<file path="src/rtl/hazard_stall_ctrl_pkg.sv">
`default_nettype none
// ============================================================================
// Module   : hazard_pkg
// Brief    : Shared types for the decode-stage hazard scheduler.
// Revision : 1.0
// ============================================================================
package hazard_pkg;

    localparam int REG_W = 3;

    typedef struct packed {
        logic             v;
        logic [REG_W-1:0] rd;
        logic             ld;
    } slot_t;

    typedef enum logic [1:0] {
        ST_RUN    = 2'd0,
        ST_STALL  = 2'd1,
        ST_FREEZE = 2'd2
    } state_t;

    localparam slot_t SLOT_EMPTY = '0;

endpackage
`default_nettype wire

</file>
<file path="src/rtl/hazard_slot_match.sv">
`default_nettype none
// ============================================================================
// Module   : hazard_slot_match
// Brief    : Compares one used source register against one in-flight slot.
// Revision : 1.0
// ============================================================================
module hazard_slot_match
    import hazard_pkg::*;
(
    input  slot_t            slot_i,
    input  logic [REG_W-1:0] src_i,
    input  logic             src_used_i,
    output logic             match_o
);

    assign match_o = slot_i.v & src_used_i & (slot_i.rd == src_i);

endmodule
`default_nettype wire

</file>
<file path="src/rtl/hazard_stall_ctrl.sv">
`default_nettype none
// ============================================================================
// Module   : hazard_stall_ctrl
// Brief    : Decode-stage issue/stall/freeze scheduler tracking EX/MEM/WB rd.
// Revision : 1.0
// ============================================================================
module hazard_stall_ctrl
    import hazard_pkg::*;
#(
    parameter bit FWD_EN = 1'b0,
    parameter int CNT_W  = 16
) (
    input  logic             clk,
    input  logic             rst_n,
    input  logic             id_valid,
    input  logic [REG_W-1:0] id_rs,
    input  logic             id_rs_used,
    input  logic [REG_W-1:0] id_rt,
    input  logic             id_rt_used,
    input  logic [REG_W-1:0] id_rd,
    input  logic             id_rd_write,
    input  logic             id_is_load,
    input  logic             flush,
    input  logic             mem_busy,
    output logic             stall,
    output logic             freeze,
    output logic             issue,
    output logic [1:0]       state,
    output logic [CNT_W-1:0] stall_cnt
);

    slot_t            ex_q, mem_q, wb_q;
    slot_t            ex_d, mem_d, wb_d;
    state_t           state_q, state_d;
    logic [CNT_W-1:0] cnt_q, cnt_d;
    logic             haz;
    logic             unused_wb;

    // WB never stalls (register file writes before it reads), so only EX/MEM are compared
    generate
        if (FWD_EN) begin : g_fwd
            logic rs_ex, rt_ex;
            hazard_slot_match u_rs_ex (.slot_i(ex_q), .src_i(id_rs), .src_used_i(id_rs_used), .match_o(rs_ex));
            hazard_slot_match u_rt_ex (.slot_i(ex_q), .src_i(id_rt), .src_used_i(id_rt_used), .match_o(rt_ex));
            assign haz = id_valid & (rs_ex | rt_ex) & ex_q.ld;
        end else begin : g_nofwd
            logic rs_ex, rt_ex, rs_mem, rt_mem;
            hazard_slot_match u_rs_ex  (.slot_i(ex_q),  .src_i(id_rs), .src_used_i(id_rs_used), .match_o(rs_ex));
            hazard_slot_match u_rt_ex  (.slot_i(ex_q),  .src_i(id_rt), .src_used_i(id_rt_used), .match_o(rt_ex));
            hazard_slot_match u_rs_mem (.slot_i(mem_q), .src_i(id_rs), .src_used_i(id_rs_used), .match_o(rs_mem));
            hazard_slot_match u_rt_mem (.slot_i(mem_q), .src_i(id_rt), .src_used_i(id_rt_used), .match_o(rt_mem));
            assign haz = id_valid & (rs_ex | rt_ex | rs_mem | rt_mem);
        end
    endgenerate

    always_ff @(posedge clk or negedge rst_n) begin
        if (!rst_n) begin
            ex_q    <= SLOT_EMPTY;
            mem_q   <= SLOT_EMPTY;
            wb_q    <= SLOT_EMPTY;
            state_q <= ST_RUN;
            cnt_q   <= '0;
        end else begin
            ex_q    <= ex_d;
            mem_q   <= mem_d;
            wb_q    <= wb_d;
            state_q <= state_d;
            cnt_q   <= cnt_d;
        end
    end

    always_comb begin
        ex_d  = ex_q;
        mem_d = mem_q;
        wb_d  = wb_q;
        if (!freeze) begin
            wb_d  = mem_q;
            mem_d = ex_q;
            ex_d  = SLOT_EMPTY;
            if (issue && id_rd_write) begin
                ex_d = {1'b1, id_rd, id_is_load};
            end
        end

        if (mem_busy) begin
            state_d = ST_FREEZE;
        end else if (stall) begin
            state_d = ST_STALL;
        end else begin
            state_d = ST_RUN;
        end

        cnt_d = cnt_q;
        if (stall && (cnt_q != {CNT_W{1'b1}})) begin
            cnt_d = cnt_q + {{(CNT_W-1){1'b0}}, 1'b1};
        end
    end

    always_comb begin
        freeze = mem_busy;
        stall  = 1'b0;
        issue  = 1'b0;
        if (!mem_busy && !flush) begin
            if (haz) begin
                stall = 1'b1;
            end else begin
                issue = id_valid;
            end
        end
    end

    assign state     = state_q;
    assign stall_cnt = cnt_q;
    assign unused_wb = ^wb_q;

endmodule
`default_nettype wire
</file>
<file path="config.mk">
export PLATFORM = sky130hd
export DESIGN_NAME = hazard_stall_ctrl
export DESIGN_NICKNAME = d
export VERILOG_FILES = /design/src/rtl/hazard_stall_ctrl_pkg.sv /design/src/rtl/hazard_slot_match.sv /design/src/rtl/hazard_stall_ctrl.sv
export SDC_FILE = /design/constraint.sdc
export NUM_CORES = 1
export LEC_CHECK = 0
export CORE_MARGIN = 4
export CORE_UTILIZATION = 40
export DETAILED_ROUTE_END_ITERATION = 8
export PLACE_DENSITY = 0.8
export RECOVER_POWER = 100
export SYNTH_ARGS = -nofsm -noshare
export SYNTH_HDL_FRONTEND = slang
export SYNTH_HIERARCHICAL = 1
export SYNTH_SLANG_ARGS = --single-unit
</file>
<file path="constraint.sdc">
create_clock -name clk -period 5.8 [get_ports clk]
set_input_delay 1.74 -clock clk [delete_from_list [all_inputs] [get_ports clk]]
set_output_delay 1.74 -clock clk [all_outputs]
set_load 0.02 [all_outputs]
</file>
==> impl_metrics.json, run 1 <==
{
  "cts_tree": "done",
  "critPathSlowestCell": "clkdlybuf4s50_1",
  "dpl_cell_area_mm2": 0.001757,
  "vias": 1042,
  "clk_pin_slew_worst_paths_ps": 140,
  "antenna_cells": 0,
  "drc": 0,
  "syn_area_per_cell_um2": 11.35,
  "grt_max_degree": 27,
  "fin_nets": 178,
  "final.setup.worst_slack_ps": 171.5,
  "crit_required_ps": 4060,
  "ir_drop_mv": 0.1091,
  "grt_pass1_vias": 1159,
  "drt-total-wl_mm": 2.931,
  "finalSetupTns_ps": 0,
  "hp-class": "flip-flop to flip-flop",
  "drv_cap": 0,
  "r2r-start": "ex_q[1]",
  "grt_pass1_wl_mm": 5.168,
  "final-max-slew-violation-count": 0,
  "worstHoldPathCells": 1,
  "crit_fanout": 3,
  "crit_arrival_ps": 3890,
  "max_slew_margin_pct": 25.01,
  "cp_top_family": "buffers and inverters",
  "gp_congestion": 0.8057,
  "dieArea_mm2": 0.004336,
  "cts_sinks": 26,
  "die_x_um": 65.85,
  "routed_via_density": 5.158,
  "drive_above_1_share_pct": 9.494,
  "netlist_area_mm2": 0.001339,
  "ys_warn_count": 6,
  "status": "complete, no violations",
  "power_leakage_nw": 0.8923,
  "r2r.worst_path.cells": 7,
  "port_buffers": 37,
  "syn_inst": 118,
  "worst-path-stages": 6,
  "rows": 20,
  "start_util_pct": 42.80,
  "drtIter0Drc": 39,
  "skew_ps": 7.456,
  "antenna_found_initial": 0,
  "top_usage_layer": "met2",
  "multi_input_area_um2": 648.1,
  "grt_overflow": 0,
  "crit_path_end": "issue",
  "finalCritPeriodShare_pct": 97.04,
  "wl_per_cell_um": 14.51,
  "grt_use_met1_pct": 18.22,
  "area_growth_pct": 32.90,
  "hold_violations": 0,
  "fin_cells": 202,
  "htree_levels": 1,
  "dp_hpwl_mm": 2.272,
  "critical_path_class": "input pin to output port",
  "cts_buffer_depth": 2,
  "min_period_ps": 5629,
  "max_clock_freq_mhz": 177.7,
  "startpoint": "id_rt[2]",
  "cp-start-kind": "input pin",
  "fill_cells": 289,
  "place_ws_ps": 104.6,
  "setup_violations": 0,
  "rrSetupSlack_ps": 3390,
  "dp_cells": 198,
  "rsz0062_at_grt": "false",
  "cts.root.buffer_cell": "clkbuf_4",
  "drtPass1Iterations": 4,
  "total_power_mw": 0.3222,
  "cpPeakStageDelay_ps": 610,
  "core_area_mm2": 0.003128,
  "syn_nets": 137,
  "cts_buffers": 3,
  "gr-usage-met2_pct": 26.53,
  "seqCellArea_um2": 650.6,
  "post-route-cell-area_mm2": 0.001779,
  "timing.rr.end": "stall_cnt[14]",
  "io_pins": 39,
  "crit_chain": "dlygate4sd3_1 > xor2_1 > nor4_1 > nor4_2 > and3_1 > clkdlybuf4s50_1",
  "clk-insertion-delay-late_ps": 310,
  "powerDensity_mw_per_mm2": 181.1,
  "met3_usage_pct": 3.741,
  "holdWs_ps": 503.1,
  "fin_util_pct": 56.88,
  "die_h_um": 65.85,
  "grtUsageTotal_pct": 15.40,
  "crit_path_end_kind": "output port",
  "worstMarginPinSlew_ps": 1121,
  "crit_buf_inv": 2,
  "hp-start": "stall_cnt[15]",
  "ant_nets": 0
}
==> per-layer routing <==
| layer | share of wire [%] | vias to the layer above | wire length (µm) |
|---|---|---|---|
| met4 | 1.6 | 0 | 46 |
| met1 | 42 | 502 | 1237 |
| met2 | 51 | 29 | 1486 |
| met3 | 5.5 | 6 | 161 |
| met5 | 0 | - | 0 |
| li1 | - | 505 | - |
==> report_power, final <==
group	switching, mW	internal, mW	total (mW)	leakage, nW
registers	0.00572	0.186	0.192	0.358
clock network	0.0511	0.0383	0.0895	0.0210
logic	0.0194	0.0213	0.0407	0.513
total	0.0763	0.246	0.322	0.892
==> layout by cell type, fill, tap and decap left out <==
master           count
a21o_1               1
a22o_1               3
and2_0               1
and3_1               3
clkbuf_1             2
clkbuf_4             3
clkbuf_8             1
clkdlybuf4s50_1     15
dfrtp_1             26
dlygate4sd3_1       22
ha_1                 1
inv_1                3
mux2_2               5
nand2_1              9
nand3_1              6
nand4_1              5
nand4b_1             1
nor2_1               3
nor3_1               3
nor4_1               9
nor4_2               3
nor4_4               1
nor4b_1              1
or2_2                1
or2_4                1
or3_1                1
or3b_1               1
xnor2_1              4
xor2_1              23
==> final cells by class <==
class / count / share of cell area (%)
clock buffers: 4 / 2.039
inverters: 3 / 0.6329
multi-input cells: 86 / 36.43
flip-flops and latches: 26 / 36.57
well taps: 44 / 3.094
repair buffers: 39 / 21.24
==> flip-flops by register name, indices dropped and copies added, names as in the netlist <==
signal / flops
state: 2
stall_cnt: 16
ex_q: 4
mem_q: 4
==> what timing repair did <==
item	4_1_cts	5_1_grt
endpoints found under the setup margin	0	1
setup buffers	0	0
hold buffers	0	0
resized for setup	0	1
==> how the worst min path moves through the flow <==
stage	to	slack, ps
floorplan	ex_q[4]	490
global placement	stall_cnt[15]	490
detailed placement	stall_cnt[15]	490
CTS	stall_cnt[15]	510
global route	stall_cnt[7]	540
finish	stall_cnt[15]	500
No activity file was read; power rests on OpenSTA's default activity.
==> run 2, diff against run 1 <==
--- a/config.mk
+++ b/config.mk
@@ -8,9 +8,9 @@
 export CORE_MARGIN = 4
 export CORE_UTILIZATION = 40
 export DETAILED_ROUTE_END_ITERATION = 8
+export GPL_TIMING_DRIVEN = 0
 export PLACE_DENSITY = 0.8
 export RECOVER_POWER = 100
 export SYNTH_ARGS = -nofsm -noshare
 export SYNTH_HDL_FRONTEND = slang
-export SYNTH_HIERARCHICAL = 1
 export SYNTH_SLANG_ARGS = --single-unit
==> run 2 against run 1 <==
  * Global-route usage rose by 0.62 points
  * Fmax fell by 2.4%
  * Non-clock buffer count rose by 3
  * Critical endpoint is now stall
==> impl_metrics.json, run 2 <==
{
  "final.setup.worst_slack_ps": 32.99,
  "io_pins": 39,
  "rows": 20,
  "max_slew_margin_pct": 20.71,
  "yosysTopAreaCellShare_pct": 47.45,
  "drtIter0Drc": 64,
  "finalSetupTns_ps": 0,
  "cts_sinks": 26,
  "ys_warn_count": 0,
  "die_x_um": 66.55,
  "grt_pass1_vias": 1195,
  "cts_hold_buf": 0,
  "hp-start": "stall_cnt[10]",
  "grt_pass1_wl_mm": 5.340,
  "clk-insertion-delay-late_ps": 320,
  "ant_nets": 0,
  "vias": 1090,
  "status": "complete, no violations",
  "syn_area_per_cell_um2": 11.52,
  "dp_hpwl_mm": 2.449,
  "cts_buffers": 3,
  "cp_top_family": "buffers and inverters",
  "antenna_cells": 0,
  "fill_cells": 286,
  "drc": 0,
  "final-max-slew-violation-count": 0,
  "crit_required_ps": 4060,
  "clkPwrFrac_pct": 24.0,
  "drtPass1Iterations": 5,
  "ir_drop_mv": 0.1072,
  "powerDensity_mw_per_mm2": 174.2,
  "routed_via_density": 5.343,
  "syn_inst": 119,
  "min_to": "stall_cnt[10]",
  "seqCellArea_um2": 650.6,
  "crit_buf_inv": 3,
  "hold_violations": 0,
  "total_power_mw": 0.3134,
  "crit_path_end_kind": "output port",
  "crit_arrival_ps": 4030,
  "cts_buffer_depth": 2,
  "syn_nets": 138,
  "critPathSlowestCell": "clkdlybuf4s50_1",
  "setup_violations": 0,
  "grt_max_degree": 27,
  "power_leakage_nw": 0.8727,
  "mostFrequentLayoutCells": "xor2_1, dfrtp_1, dlygate4sd3_1, clkdlybuf4s50_1, nand2_1",
  "critical_path_class": "input pin to output port",
  "r2r.worst_path.cells": 6,
  "die_h_um": 66.55,
  "timing.rr.end": "stall_cnt[1]",
  "cts_tree": "done",
  "fin_cells": 204,
  "worstHoldPathCells": 1,
  "rsz0062_at_grt": "false",
  "netlist_area_mm2": 0.001371,
  "cpPeakStageDelay_ps": 630,
  "ys_top_cells_by_area": "dfrtp_1, xor2_1, mux2_2",
  "clk_pin_slew_worst_paths_ps": 130,
  "finalCritPeriodShare_pct": 99.43,
  "internal_power_mw": 0.2339,
  "ys_ff_latch": 26,
  "start_util_pct": 43.49,
  "cts.root.buffer_cell": "clkbuf_4",
  "r2r-start": "mem_q[1]",
  "skew_ps": 4.551,
  "synth_common_cells": "dfrtp_1, xor2_1, nand2_1",
  "crit_fanout": 10,
  "rrSetupSlack_ps": 3620,
  "grtUsageTotal_pct": 16.01,
  "hp-class": "flip-flop to flip-flop",
  "worstMarginPinSlew_ps": 1186,
  "seq_power_share_pct": 61.3,
  "ys_types": 26,
  "dieArea_mm2": 0.004429,
  "crit_top_cell": "clkdlybuf4s50_1",
  "place_ws_ps": -149.8,
  "max_clock_freq_mhz": 173.4,
  "async_flop_share_pct": 100.0,
  "largest_register_ffs": 16,
  "gp_congestion": 0.8087,
  "p_comb_share_pct": 14.7,
  "crit_chain": "clkdlybuf4s50_1 > xor2_1 > nor4_1 > nor4_4 > buf_6 > nor2b_1 > clkdlybuf4s50_1",
  "dp_cells": 200,
  "core_area_mm2": 0.003153,
  "yosys.area.top_type": "dfrtp_1",
  "grt_overflow": 0,
  "drv_cap": 0,
  "fin_nets": 181,
  "drt-total-wl_mm": 3.236,
  "wl_per_cell_um": 15.86,
  "synth_seq_area_share_pct": 47.45,
  "htree_levels": 1,
  "swShare_pct": 25.37,
  "area_growth_pct": 31.20,
  "antenna_found_initial": 0,
  "synth_edf_count": 0,
  "multi_input_area_um2": 663.1,
  "min_period_ps": 5767,
  "port_buffers": 37,
  "drive_above_1_share_pct": 10.63,
  "p_switching_mw": 0.07953,
  "synth-main-ff-cell": "dfrtp_1",
  "cp-start-kind": "input pin",
  "holdWs_ps": 526.6
}
## run 2: cell types whose count changed in the layout (fill, tap and decap cells not counted), sizes merged, moves of 3 or more
| cell | previous run | this run |
|---|---|---|
| a32o | 0 | 3 |
| and3 | 3 | 0 |
| buf | 0 | 3 |
| inv | 3 | 0 |
| nor3 | 3 | 8 |
| nor4 | 13 | 6 |
| xnor2 | 4 | 0 |
| xor2 | 23 | 26 |
## run 2: per-layer routing
layer / up-vias / GRT usage, % / routed length, µm
met5: - / 0 / 0
met4: 0 / 9.645 / 98
met3: 13 / 4.384 / 250
met2: 66 / 25.74 / 1506
met1: 504 / 18.88 / 1380
li1: 507 / - / -
## run 2: worst max-delay path by stage
stage / from / slack (ps) / cells past startpoint / end
3_5_place_dp: id_rt[0] / -150 / 7 / issue
5_1_grt: id_rs[2] / 6 / 7 / stall
4_1_cts: id_rt[0] / 10 / 7 / stall
3_3_place_gp: id_rs[2] / -30 / 7 / issue
2_1_floorplan: id_rt[2] / 1110 / 5 / stall
6_report: id_rs[0] / 30 / 7 / stall
## run 2: layout make-up
| cell class | instances | share of cell area (%) |
|---|---|---|
| multi-input combinational | 89 | 36.86 |
| sequential | 26 | 36.16 |
| timing repair buffer | 38 | 20.79 |
| tap | 44 | 3.060 |
| buffer | 4 | 1.878 |
| clock buffer | 3 | 1.252 |
## run 2: kinds of logic (layout without fill, tap and decap cells)
logic type	after synthesis	after routing	synth area share, %
AND/OR/NAND/NOR	51	51	24.00
XOR/XNOR	26	26	16.61
flip-flops	26	26	47.44
multiplexers	6	6	5.200
AO/OA/AOI/OAI	5	5	3.376
buffers and inverters	4	45	2.463
adder cells (fa/ha/maj)	1	1	0.9123
## run 2: power by group through the flow
stage / Clock [mW] / Sequential, mW / Combinational (mW)
6_report: 0.0753 / 0.192 / 0.0460
5_1_grt: 0.0893 / 0.193 / 0.0491
4_1_cts: 0.0791 / 0.192 / 0.0486
3_5_place_dp: 0 / 0.196 / 0.0480
3_3_place_gp: 0 / 0.195 / 0.0458
2_1_floorplan: 0 / 0.197 / 0.0178
## run 2: metrics by stage
stage / utilization [%] / area (µm²)
after global placement: 56.98 / 1797
final: 57.06 / 1799
after CTS: 57.94 / 1827
after detailed placement: 56.98 / 1797
after global routing: 57.06 / 1799
after floorplan: - / 1371
## run 2: timing repair
item,CTS,global route
buffers inserted,1,0
resized for setup,0,1
gates cloned,0,0
setup endpoints to repair,2,1
pin swaps,1,0
